**src/rtl/elev_pkg.sv**
```systemverilog
// Shared types and constants for the elevator call scheduler.
package elev_pkg;

  localparam int N_FLOORS_DEF = 4;
  localparam logic [N_FLOORS_DEF-1:0] RESET_FLOOR = 4'b0001;

  typedef enum logic [1:0] {
    IDLE,
    SELECT,
    MOVE,
    DOOR
  } state_e;

endpackage

```
**src/rtl/elev_scan_select.sv**
```systemverilog
// SCAN next-target picker: combinational target floor and sweep direction
// from the pending set, the car's one-hot floor and the current direction.
module elev_scan_select
  import elev_pkg::*;
#(
  parameter int N_FLOORS = N_FLOORS_DEF
) (
  input  logic [N_FLOORS-1:0] pending_i,
  input  logic [N_FLOORS-1:0] cur_floor_i,
  input  logic                dir_up_i,
  output logic [N_FLOORS-1:0] target_o,
  output logic                dir_up_o,
  output logic                found_o
);

  logic [N_FLOORS-1:0] above;
  logic [N_FLOORS-1:0] below;
  logic [N_FLOORS-1:0] lo_above;
  logic [N_FLOORS-1:0] hi_below;
  logic                seen;

  always_comb begin
    above    = '0;
    below    = '0;
    hi_below = '0;
    seen     = 1'b0;
    for (int i = 0; i < N_FLOORS; i++) begin
      if (seen) above[i] = pending_i[i];
      if (cur_floor_i[i]) seen = 1'b1;
    end
    seen = 1'b0;
    for (int i = N_FLOORS - 1; i >= 0; i--) begin
      if (seen) below[i] = pending_i[i];
      if (cur_floor_i[i]) seen = 1'b1;
    end
    // Isolate the lowest set bit of the floors above the car.
    lo_above = above & (~above + N_FLOORS'(1));
    for (int i = 0; i < N_FLOORS; i++) begin
      if (below[i]) begin
        hi_below    = '0;
        hi_below[i] = 1'b1;
      end
    end

    found_o  = |pending_i;
    dir_up_o = dir_up_i;
    target_o = '0;
    if (|(pending_i & cur_floor_i)) begin
      target_o = cur_floor_i;
    end else if (dir_up_i) begin
      if (|above) begin
        target_o = lo_above;
      end else begin
        dir_up_o = 1'b0;
        target_o = hi_below;
      end
    end else begin
      if (|below) begin
        target_o = hi_below;
      end else begin
        dir_up_o = 1'b1;
        target_o = lo_above;
      end
    end
  end

endmodule

```
**src/rtl/elev_call_scheduler.sv**
```systemverilog
// Elevator call scheduler: latches calls, picks targets by SCAN, drives the car
// and runs the door dwell. Optional MOVE timeout via `define ELEV_SCHED_TIMEOUT_EN.
module elev_call_scheduler
  import elev_pkg::*;
#(
  parameter int N_FLOORS     = N_FLOORS_DEF,
  parameter int DOOR_CYCLES  = 8,
  parameter int MOVE_TIMEOUT = 1024
) (
  input  logic                clk,
  input  logic                rst,
  input  logic [N_FLOORS-1:0] call_req,
  input  logic [N_FLOORS-1:0] cur_floor,
  output logic [N_FLOORS-1:0] req_floor,
  output logic [N_FLOORS-1:0] pending,
  output logic                dir_up,
  output logic                door_open,
  output logic                busy,
  output logic                fault
);

  // One counter serves the door dwell and the move timeout; they never overlap.
  localparam int CNT_MAX = (DOOR_CYCLES > MOVE_TIMEOUT) ? DOOR_CYCLES : MOVE_TIMEOUT;
  localparam int CNT_W   = $clog2(CNT_MAX + 1);

  function automatic logic is_onehot(input logic [N_FLOORS-1:0] v);
    return (v != '0) && ((v & (v - N_FLOORS'(1))) == '0);
  endfunction

  state_e              state_q, state_d;
  logic [N_FLOORS-1:0] req_floor_q, req_floor_d;
  logic [N_FLOORS-1:0] pending_q, pending_d;
  logic                dir_up_q, dir_up_d;
  logic [CNT_W-1:0]    cnt_q, cnt_d;
  logic [N_FLOORS-1:0] clr_mask;
  logic [N_FLOORS-1:0] pend_in;
  logic                cur_valid;
  logic [N_FLOORS-1:0] sel_target;
  logic                sel_dir_up;
  logic                sel_found;

  elev_scan_select #(.N_FLOORS(N_FLOORS)) u_scan (
    .pending_i   (pending_q),
    .cur_floor_i (cur_floor),
    .dir_up_i    (dir_up_q),
    .target_o    (sel_target),
    .dir_up_o    (sel_dir_up),
    .found_o     (sel_found)
  );

`ifdef ELEV_SCHED_TIMEOUT_EN
  logic fault_q, fault_d;
`endif

  assign cur_valid = is_onehot(cur_floor);
  assign pend_in   = pending_q | call_req;

  always_comb begin
    state_d     = state_q;
    req_floor_d = req_floor_q;
    dir_up_d    = dir_up_q;
    cnt_d       = '0;
    clr_mask    = '0;
`ifdef ELEV_SCHED_TIMEOUT_EN
    fault_d     = fault_q;
`endif
    unique case (state_q)
      IDLE: begin
        if (pending_q != '0 && cur_valid) state_d = SELECT;
      end
      SELECT: begin
        if (!cur_valid || !sel_found) begin
          state_d = IDLE;
        end else begin
          req_floor_d = sel_target;
          dir_up_d    = sel_dir_up;
          if (sel_target == cur_floor) begin
            state_d  = DOOR;
            clr_mask = sel_target;
          end else begin
            state_d = MOVE;
          end
        end
      end
      MOVE: begin
        if (cur_floor == req_floor_q) begin
          state_d  = DOOR;
          clr_mask = req_floor_q;
        end
`ifdef ELEV_SCHED_TIMEOUT_EN
        else if (cnt_q == CNT_W'(MOVE_TIMEOUT - 1)) begin
          clr_mask = req_floor_q;
          fault_d  = 1'b1;
          state_d  = ((pend_in & ~req_floor_q) != '0) ? SELECT : IDLE;
        end else begin
          cnt_d = cnt_q + CNT_W'(1);
        end
`endif
      end
      DOOR: begin
        clr_mask = req_floor_q;
        if (cnt_q == CNT_W'(DOOR_CYCLES - 1)) begin
          state_d = ((pend_in & ~req_floor_q) != '0) ? SELECT : IDLE;
        end else begin
          cnt_d = cnt_q + CNT_W'(1);
        end
      end
      default: state_d = IDLE;
    endcase
    pending_d = pend_in & ~clr_mask;
  end

  always_ff @(posedge clk or posedge rst) begin
    if (rst) begin
      state_q     <= IDLE;
      req_floor_q <= N_FLOORS'(RESET_FLOOR);
      pending_q   <= '0;
      dir_up_q    <= 1'b1;
      cnt_q       <= '0;
    end else begin
      state_q     <= state_d;
      req_floor_q <= req_floor_d;
      pending_q   <= pending_d;
      dir_up_q    <= dir_up_d;
      cnt_q       <= cnt_d;
    end
  end

`ifdef ELEV_SCHED_TIMEOUT_EN
  always_ff @(posedge clk or posedge rst) begin
    if (rst) fault_q <= 1'b0;
    else     fault_q <= fault_d;
  end
  assign fault = fault_q;
`else
  assign fault = 1'b0;
`endif

  assign req_floor = req_floor_q;
  assign pending   = pending_q;
  assign dir_up    = dir_up_q;
  assign door_open = (state_q == DOOR);
  assign busy      = (state_q != IDLE);

endmodule

```
**config.mk**
```make
export PLATFORM = sky130hd
export DESIGN_NAME = elev_call_scheduler
export DESIGN_NICKNAME = d
export VERILOG_FILES = /design/src/rtl/elev_pkg.sv /design/src/rtl/elev_scan_select.sv /design/src/rtl/elev_call_scheduler.sv
export SDC_FILE = /design/constraint.sdc
export NUM_CORES = 1
export LEC_CHECK = 0
export BUFFER_PORTS_ARGS = -buffer_cell sky130_fd_sc_hd__buf_2
export CAP_MARGIN = 5
export CELL_PAD_IN_SITES_DETAIL_PLACEMENT = 1
export CELL_PAD_IN_SITES_GLOBAL_PLACEMENT = 2
export CORE_MARGIN = 2
export CORE_UTILIZATION = 31
export DETAILED_ROUTE_END_ITERATION = 10
export GPL_TIMING_DRIVEN = 0
export MAX_ROUTING_LAYER = met4
export PLACE_DENSITY_LB_ADDON = 0.1
export SLEW_MARGIN = 40
export SYNTH_ARGS = -nofsm -noshare
export SYNTH_HDL_FRONTEND = slang
export SYNTH_SLANG_ARGS = --single-unit
```
**constraint.sdc**
```tcl
create_clock -name clk -period 1.85 [get_ports clk]
set_input_delay 0.185 -clock clk [delete_from_list [all_inputs] [get_ports clk]]
set_output_delay 0.185 -clock clk [all_outputs]
set_load 0.02 [all_outputs]
```
==> summary.txt, run 1 <==
Status
  – Outcome: completed

Worst setup path
  – Max incr delay on CP: 470 ps
  – Worst Setup SP: pending[2]$_DFF_PP0_
  – Cell family with most CP delay: compound AO/OA/AOI/OAI gates
  – Bufs and invs on worst path: 1
  – Crit path max-delay cell type: dfrtp_2
  – Reg2reg path depth: 5
  – Worst-path fanout max: 6
  – Critical Path AT: 1980 ps
  – Cell count along the critical path: 5
  – R2r startpoint: pending[2]$_DFF_PP0_
  – Crit. End Element: flip-flop
  – Startpoint types: flip-flop
  – CP cell instances: a222oi_1, buf_4, nand2_4, a211o_1, mux2_4
  – CP Class: reg -> reg
  – Data required, critical path: 2010 ps

Floorplanning
  – Total core area: 0.00441 sq mm
  – Die Span X: 72.2 microns
  – Total die area: 0.00521 sq mm
  – Initial Utilization: 32.6%
  – Number of placed I/O pins: 22
  – Site row count: 24
  – Die Height: 72.2 microns

Routing
  – Final wirelength: 4170 microns
  – DR iter-0 viols: 61
  – Routed Antenna Nets: 0
  – WL/cell: 17.4 microns
  – Vias per cell: 5.50
  – DRC Markers: 0
  – Via count: 1314
  – Drt first pass iters: 4

Placed design
  – RePlAce Congestion: 0.830
  – Pre-CTS setup slack: -325 ps
  – Dpl cell area: 0.00162 sq mm
  – # port buffers: 20
  – Post-DP HPWL: 3080 microns

STA
  – Max Slew Vio Count: 0
  – Achievable Freq: 0.548 GHz
  – Fin. Hold Viols: 0
  – Setup TNS: 0 ps
  – Fin Clk Skew: 4.51 ps
  – Final WS setup: 25.9 ps
  – Actual slew at the worst max-slew pin: 641 ps
  – Setup violators final: 0
  – Slew HR: 57.0%
  – Period minus WS final: 1820 ps
  – Period Utilization, post-route: 98.6%
  – RSZ-0062 raised after global routing: yes

Pwr
  – Pwr Density: 1220 mW/mm^2
  – Sw Share: 41.5%
  – Leakage: 0.800 nW
  – Max VDD drop: 0.539 mV
  – Int Power: 1.29 mW
  – Clk pwr share: 20.8%
  – Switching power total: 0.914 mW
  – Combinational Power Share: 43.4%
  – Sequential share of power: 35.9%

Hold path
  – Worst Hold Launch: call_req[3]
  – Worst hold-check path type: in -> reg
  – Hold depth: 3

Global route
  – GR Util met2: 27.5%
  – Total GRT Usage: 17.5%
  – Vias in the first global route: 1398
  – First-pass GRT wire length: 6840 microns
  – Met1 Use GR: 23.2%
  – Grt peak-use layer: met2
  – Initial antenna violation count: 0
  – Largest net degree at the start of global routing: 23
  – GRT overflow: 0
  – Grt met3 use: 2.22%

Clock tree
  – CTS Buf Count: 3
  – Clock buffer depth: 2
  – Clk slew on worst S/H paths: 90 ps
  – CTS tree: built
  – Num Clock Sinks: 22
  – Worst-Skew Late Latency: 270 ps
  – Root buf cell: clkbuf_8
  – H-tree depth: 1

Cells and area
  – Area Overhead vs Synth: 25.1%
  – Fin area: 0.00180 sq mm
  – Final nets: 199
  – Number of diodes: 0
  – Layout cells sized above 1: 31.0%
  – Fin util: 40.8%

Logic synthesis
  – Post-synth EDFFs: 0
  – Mapped cell area: 0.00144 sq mm
  – Syn Area/Cell: 9.17 sq um
  – Warnings, synthesis: 0
  – Sequential share of the synthesized area: 38.4%
  – Register bit total from synthesis: 22
  – Post-Syn Nets: 168
  – Most common flop cell mapped by yosys: dfrtp_1
  – Async set or reset register ratio after synthesis: 100%
  – Count of different cell masters after synthesis: 45
  – Gate count after technology mapping: 157

Flow run
  – Maxcap violations: 0
[cell families after synthesis]
logic type / Yosys count / synth area share [%]
AO/OA/AOI/OAI: 33 / 18.2
flip-flops: 22 / 38.4
XOR/XNOR: 14 / 8.51
buffers and inverters: 14 / 5.13
multiplexers: 7 / 5.13
adder cells (fa/ha/maj): 1 / 0.869
AND/OR/NAND/NOR: 65 / 23.5
other: 1 / 0.260
[synthesized netlist by cell type (2+ instances only)]
library cell | instances | area share [%]
dfrtp_1 | 20 | 35
nor2_1 | 20 | 5.2
nand2_1 | 13 | 3.4
xor2_1 | 10 | 6.1
inv_1 | 6 | 1.6
a21oi_1 | 5 | 1.7
nand3_1 | 5 | 1.7
a221oi_1 | 4 | 2.4
mux2i_1 | 4 | 2.8
nor4_1 | 4 | 1.7
xnor2_1 | 4 | 2.4
and3_1 | 3 | 1.3
clkbuf_1 | 3 | 0.78
mux2_2 | 3 | 2.3
nand4_1 | 3 | 1.3
nor2b_1 | 3 | 1.3
nor3_1 | 3 | 1.0
nor4b_1 | 3 | 1.8
o21a_1 | 3 | 1.6
o22ai_1 | 3 | 1.3
o31ai_1 | 3 | 1.6
a211oi_1 | 2 | 1.0
a21o_1 | 2 | 1.0
a311o_1 | 2 | 1.4
and2_1 | 2 | 0.87
buf_2 | 2 | 0.70
buf_6 | 2 | 1.6
dfstp_2 | 2 | 3.6
or2_2 | 2 | 0.87
[through the flow]
step	std cells	power, mW	hold slack, ps
finish	239	2.20	247
global route	239	2.34	269
CTS	238	2.19	228
detailed placement	229	1.65	232
global placement	229	1.61	413
floorplan	157	1.35	173
[metal layers]
| metal | vias to the layer above | wire, microns |
|---|---|---|
| li1 | 630 | - |
| met1 | 657 | 2080 |
| met2 | 23 | 1910 |
| met4 | 0 | 45 |
| met3 | 4 | 129 |
| met5 | - | 0 |
[final timing paths]
kind                            slack [ps]                       end
worst min-delay path                   250      pending[3]$_DFF_PP0_
worst max register to register          30  req_floor[2]$_DFFE_PP0P_
max in group asynchronous             1040        dir_up$_DFFE_PP1P_
worst min register to register         460        cnt_q[0]$_DFF_PP0_
min in group asynchronous              460  req_floor[3]$_DFFE_PP0P_
worst max-delay path                    30  req_floor[2]$_DFFE_PP0P_
[cell usage in the layout, fill, tap and decap left out, drive strengths merged, types with 4 or more instances in the layout]
| cell | count |
|---|---|
| inv | 6 |
| buf | 30 |
| dfrtp | 20 |
| nor2 | 20 |
| xnor2 | 4 |
| nand3 | 5 |
| nor4b | 4 |
| nand2 | 14 |
| clkbuf | 6 |
| nor4 | 4 |
| a21oi | 5 |
| a221oi | 5 |
| xor2 | 10 |
| mux2i | 4 |
[layout make-up]
class | instances | area (sq um)
multi-input combinational | 121 | 876
buffer | 8 | 62.6
sequential | 22 | 557
clock inverter | 1 | 30.0
inverter | 6 | 22.5
tap | 52 | 65.1
fill | 521 | 2610
clock buffer | 3 | 41.3
timing repair buffer | 26 | 148
[registers in the layout, indices dropped and copies added, names as in the netlist, named ones only]
register	flops
pending	4
dir_up	1
state_q	1
req_floor	4
cnt_q	11
[power by group through the flow]
stage | Combinational, mW | Sequential, mW | Clock, mW
global placement | 0.834 | 0.779 | 0
finish | 0.954 | 0.790 | 0.457
CTS | 0.937 | 0.781 | 0.475
global route | 1.04 | 0.813 | 0.492
detailed placement | 0.853 | 0.794 | 0
floorplan | 0.500 | 0.851 | 0
[worst reg2reg max path, delay by kind of cell (launching register included)]
kind	cells	cell delay, ps
AO/OA/AOI/OAI	2	700
buffers and inverters	1	180
flip-flops	1	470
multiplexers	1	270
AND/OR/NAND/NOR	1	80
[repair_timing]
action | in CTS | in global routing
pin swaps | 3 | 5
endpoints found under the hold margin | 20 | 0
hold buffers | 1 | 0
buffers inserted | 4 | 1
gates resized for setup | 5 | 8
setup endpoints to repair | 10 | 8
(Power assumes the default switching activity.)
==> inputs of run 2 (changes only) <==
Settings changed: CORE_UTILIZATION 31 to 34.
Clock period 1.85 ns to 1.8 ns, I/O delays scaled along.
==> run 2 against run 1 <==
Count of clock-buffer cells in the layout stayed put. Global-route usage grew 2.3 points. Highest routed layer unchanged. Utilization is 4.9 points higher. Critical path depth unchanged. Largest power group unchanged. Via count grew 2.6%. The flow now finishes with violations (negative setup slack).
==> summary.txt, run 2 (synthesized netlist as in run 1, its figures left out) <==
Status
  – Outcome: finished, violations left
  – Failing checks: negative setup slack

Global route
  – Vias in the first global route: 1427 (+2.1%)
  – GRT overflow: 0 (unchanged)
  – Largest net degree at the start of global routing: 23 (unchanged)
  – Initial antenna violation count: 0 (unchanged)
  – First-pass GRT wire length: 7570 microns (+11%)
  – Total GRT Usage: 19.8% (+2.3 points)

Floorplanning
  – Die Span X: 69.1 microns (-4.3%)
  – Die Height: 69.1 microns (-4.3%)
  – Initial Utilization: 35.7% (+3.1 points)
  – Total die area: 0.00477 sq mm (-8.4%)
  – Number of placed I/O pins: 22 (unchanged)
  – Site row count: 23 (-4.2%)
  – Total core area: 0.00403 sq mm (-8.7%)

STA
  – Slew HR: 59.3% (+2.3 points)
  – Fin Clk Skew: 16.8 ps (+12.3 ps)
  – Fin. Hold Viols: 0 (unchanged)
  – Achievable Freq: 0.552 GHz (+0.68%)
  – Final WS setup: -11.7 ps (-37.7 ps)
  – Period minus WS final: 1810 ps (-12.3 ps)
  – Max Slew Vio Count: 0 (unchanged)
  – Setup violators final: 1 (+1)
  – RSZ-0062 raised after global routing: yes
  – Period Utilization, post-route: 101% (+2.1 points)
  – WHS: 246 ps (-0.822 ps)
  – Actual slew at the worst max-slew pin: 608 ps (-33.8 ps)

Routing
  – Final wirelength: 4500 microns (+8.0%)
  – WL/cell: 18.7 microns (+7.6%)
  – Routed Antenna Nets: 0 (unchanged)
  – Vias per cell: 5.62 (+2.2%)
  – DRC Markers: 0 (unchanged)
  – Via count: 1348 (+2.6%)
  – DR iter-0 viols: 73 (+20%)
  – Drt first pass iters: 4 (unchanged)

Clock tree
  – CTS Buf Count: 3 (unchanged)
  – Worst-Skew Late Latency: 270 ps (about the same)
  – Root buf cell: clkbuf_8
  – Clk slew on worst S/H paths: 90 ps (about the same)
  – Num Clock Sinks: 22 (unchanged)
  – H-tree depth: 1 (unchanged)
  – CTS tree: built
  – Clock buffer depth: 2 (unchanged)

Worst setup path
  – Worst-path fanout max: 6 (unchanged)
  – Crit path max-delay cell type: dfrtp_2
  – Crit. End Element: flip-flop
  – Critical Path AT: 1990 ps (about the same)
  – Data required, critical path: 1980 ps (-30 ps)
  – CP cell instances: a222oi_1, buf_4, nand2_4, a211o_1, a221oi_2
  – Startpoint types: flip-flop
  – CP Class: reg -> reg
  – Max incr delay on CP: 460 ps (about the same)

Placed design
  – Placed insts: 227 (-0.87%)
  – Dpl cell area: 0.00162 sq mm (about the same)
  – RePlAce Congestion: 0.843 (+1.6%)
  – Post-DP HPWL: 3030 microns (-1.5%)
  – # port buffers: 20 (unchanged)

Cells and area
  – Non-filler cells, final: 240 (+0.42%)
  – # fillers: 485 (-6.9%)
  – Commonest non-fill, non-tap cell in the layout: buf_2
  – Number of flip-flops in the largest register: 11 (unchanged)
  – Biggest register: cnt_q
  – Number of diodes: 0 (unchanged)
  – Area Overhead vs Synth: 28.0%
  – Multi-input logic area: 901 sq um (+2.9%)
  – Fin area: 0.00184 sq mm (+2.3%)
  – Commonest non-fill, non-tap cells in the layout: buf_2 (22), nor2_1 (20), dfrtp_1 (17)
  – Final nets: 202 (+1.5%)
  – Layout cells sized above 1: 34.2% (+3.2 points)
  – Fin util: 45.7% (+4.9 points)
  – Sequential Area: 557 sq um (unchanged)

Pwr
  – Leakage: 0.819 nW (+2.5%)
  – Pwr Density: 1250 mW/mm^2 (+2.4%)
  – Max VDD drop: 0.491 mV (-9.0%)

Hold path
  – Worst hold-check path type: in -> reg

Flow run
  – Maxcap violations: 0 (unchanged)
run 2: cell count changes in the layout (fill, tap and decap cells not counted), sizes merged:
cell,previous run,this run
clkbuf,6,4
buf,30,35
run 2: timing repair:
action | CTS | global route
endpoints found under the setup margin | 11 | 9
hold endpoints to repair | 20 | 0
gates cloned | 0 | 0
hold buffers | 1 | 0
buffers inserted | 7 | 2
gates resized for setup | 5 | 13
pin swaps | 3 | 7
run 2: where the power goes:
part | switching, mW | internal [mW]
combinational | 0.577 | 0.409
sequential | 0.221 | 0.625
clock | 0.175 | 0.297
total | 0.973 | 1.33
run 2: path summary, 6_finish.rpt:
| kind | cells after the start | start | slack (ps) | to |
|---|---|---|---|---|
| min in group asynchronous | 3 | rst | 460 | cnt_q[1]$_DFF_PP0_ |
| max in group asynchronous | 3 | rst | 970 | dir_up$_DFFE_PP1P_ |
| max | 5 | pending[2]$_DFF_PP0_ | -10 | pending[2]$_DFF_PP0_ |
| max reg2reg | 5 | pending[2]$_DFF_PP0_ | -10 | pending[2]$_DFF_PP0_ |
| min reg2reg | 1 | cnt_q[0]$_DFF_PP0_ | 480 | cnt_q[0]$_DFF_PP0_ |
| min | 3 | call_req[1] | 250 | pending[1]$_DFF_PP0_ |
run 2: area by class of cell:
type                    count  share of cell area (%)
plain buffers               7                    2.78
clock buffers               3                    2.24
clock inverters             1                    1.63
inverters                   6                    1.22
multi-input cells         121                    48.9
flip-flops and latches     22                    30.2
well taps                  50                    3.39
repair buffers             30                    9.64
run 2: worst max-delay path, delay by kind of cell (launching register included):
kind / cells / cell delay, ps
AND/OR/NAND/NOR: 1 / 80
buffers and inverters: 1 / 190
AO/OA/AOI/OAI: 3 / 980
flip-flops: 1 / 460
run 2: layer usage:
| layer | share of wire, % | up-vias | track usage, % |
|---|---|---|---|
| met5 | 0 | - | - |
| li1 | - | 638 | - |
| met4 | 0.69 | 0 | 2.61 |
| met2 | 47 | 23 | 30.4 |
| met1 | 49 | 681 | 27.5 |
| met3 | 2.9 | 6 | 4.24 |
run 2: through the flow:
stage / setup WS (ps) / total power [mW] / TNS (ps)
after detailed placement: -315 / 1.69 / -2280
after floorplan: -52.2 / 1.39 / -84.5
after global placement: -325 / 1.66 / -2040
after CTS: 7.95 / 2.26 / 0
final: -11.7 / 2.30 / -11.7
after global routing: -111 / 2.45 / -281
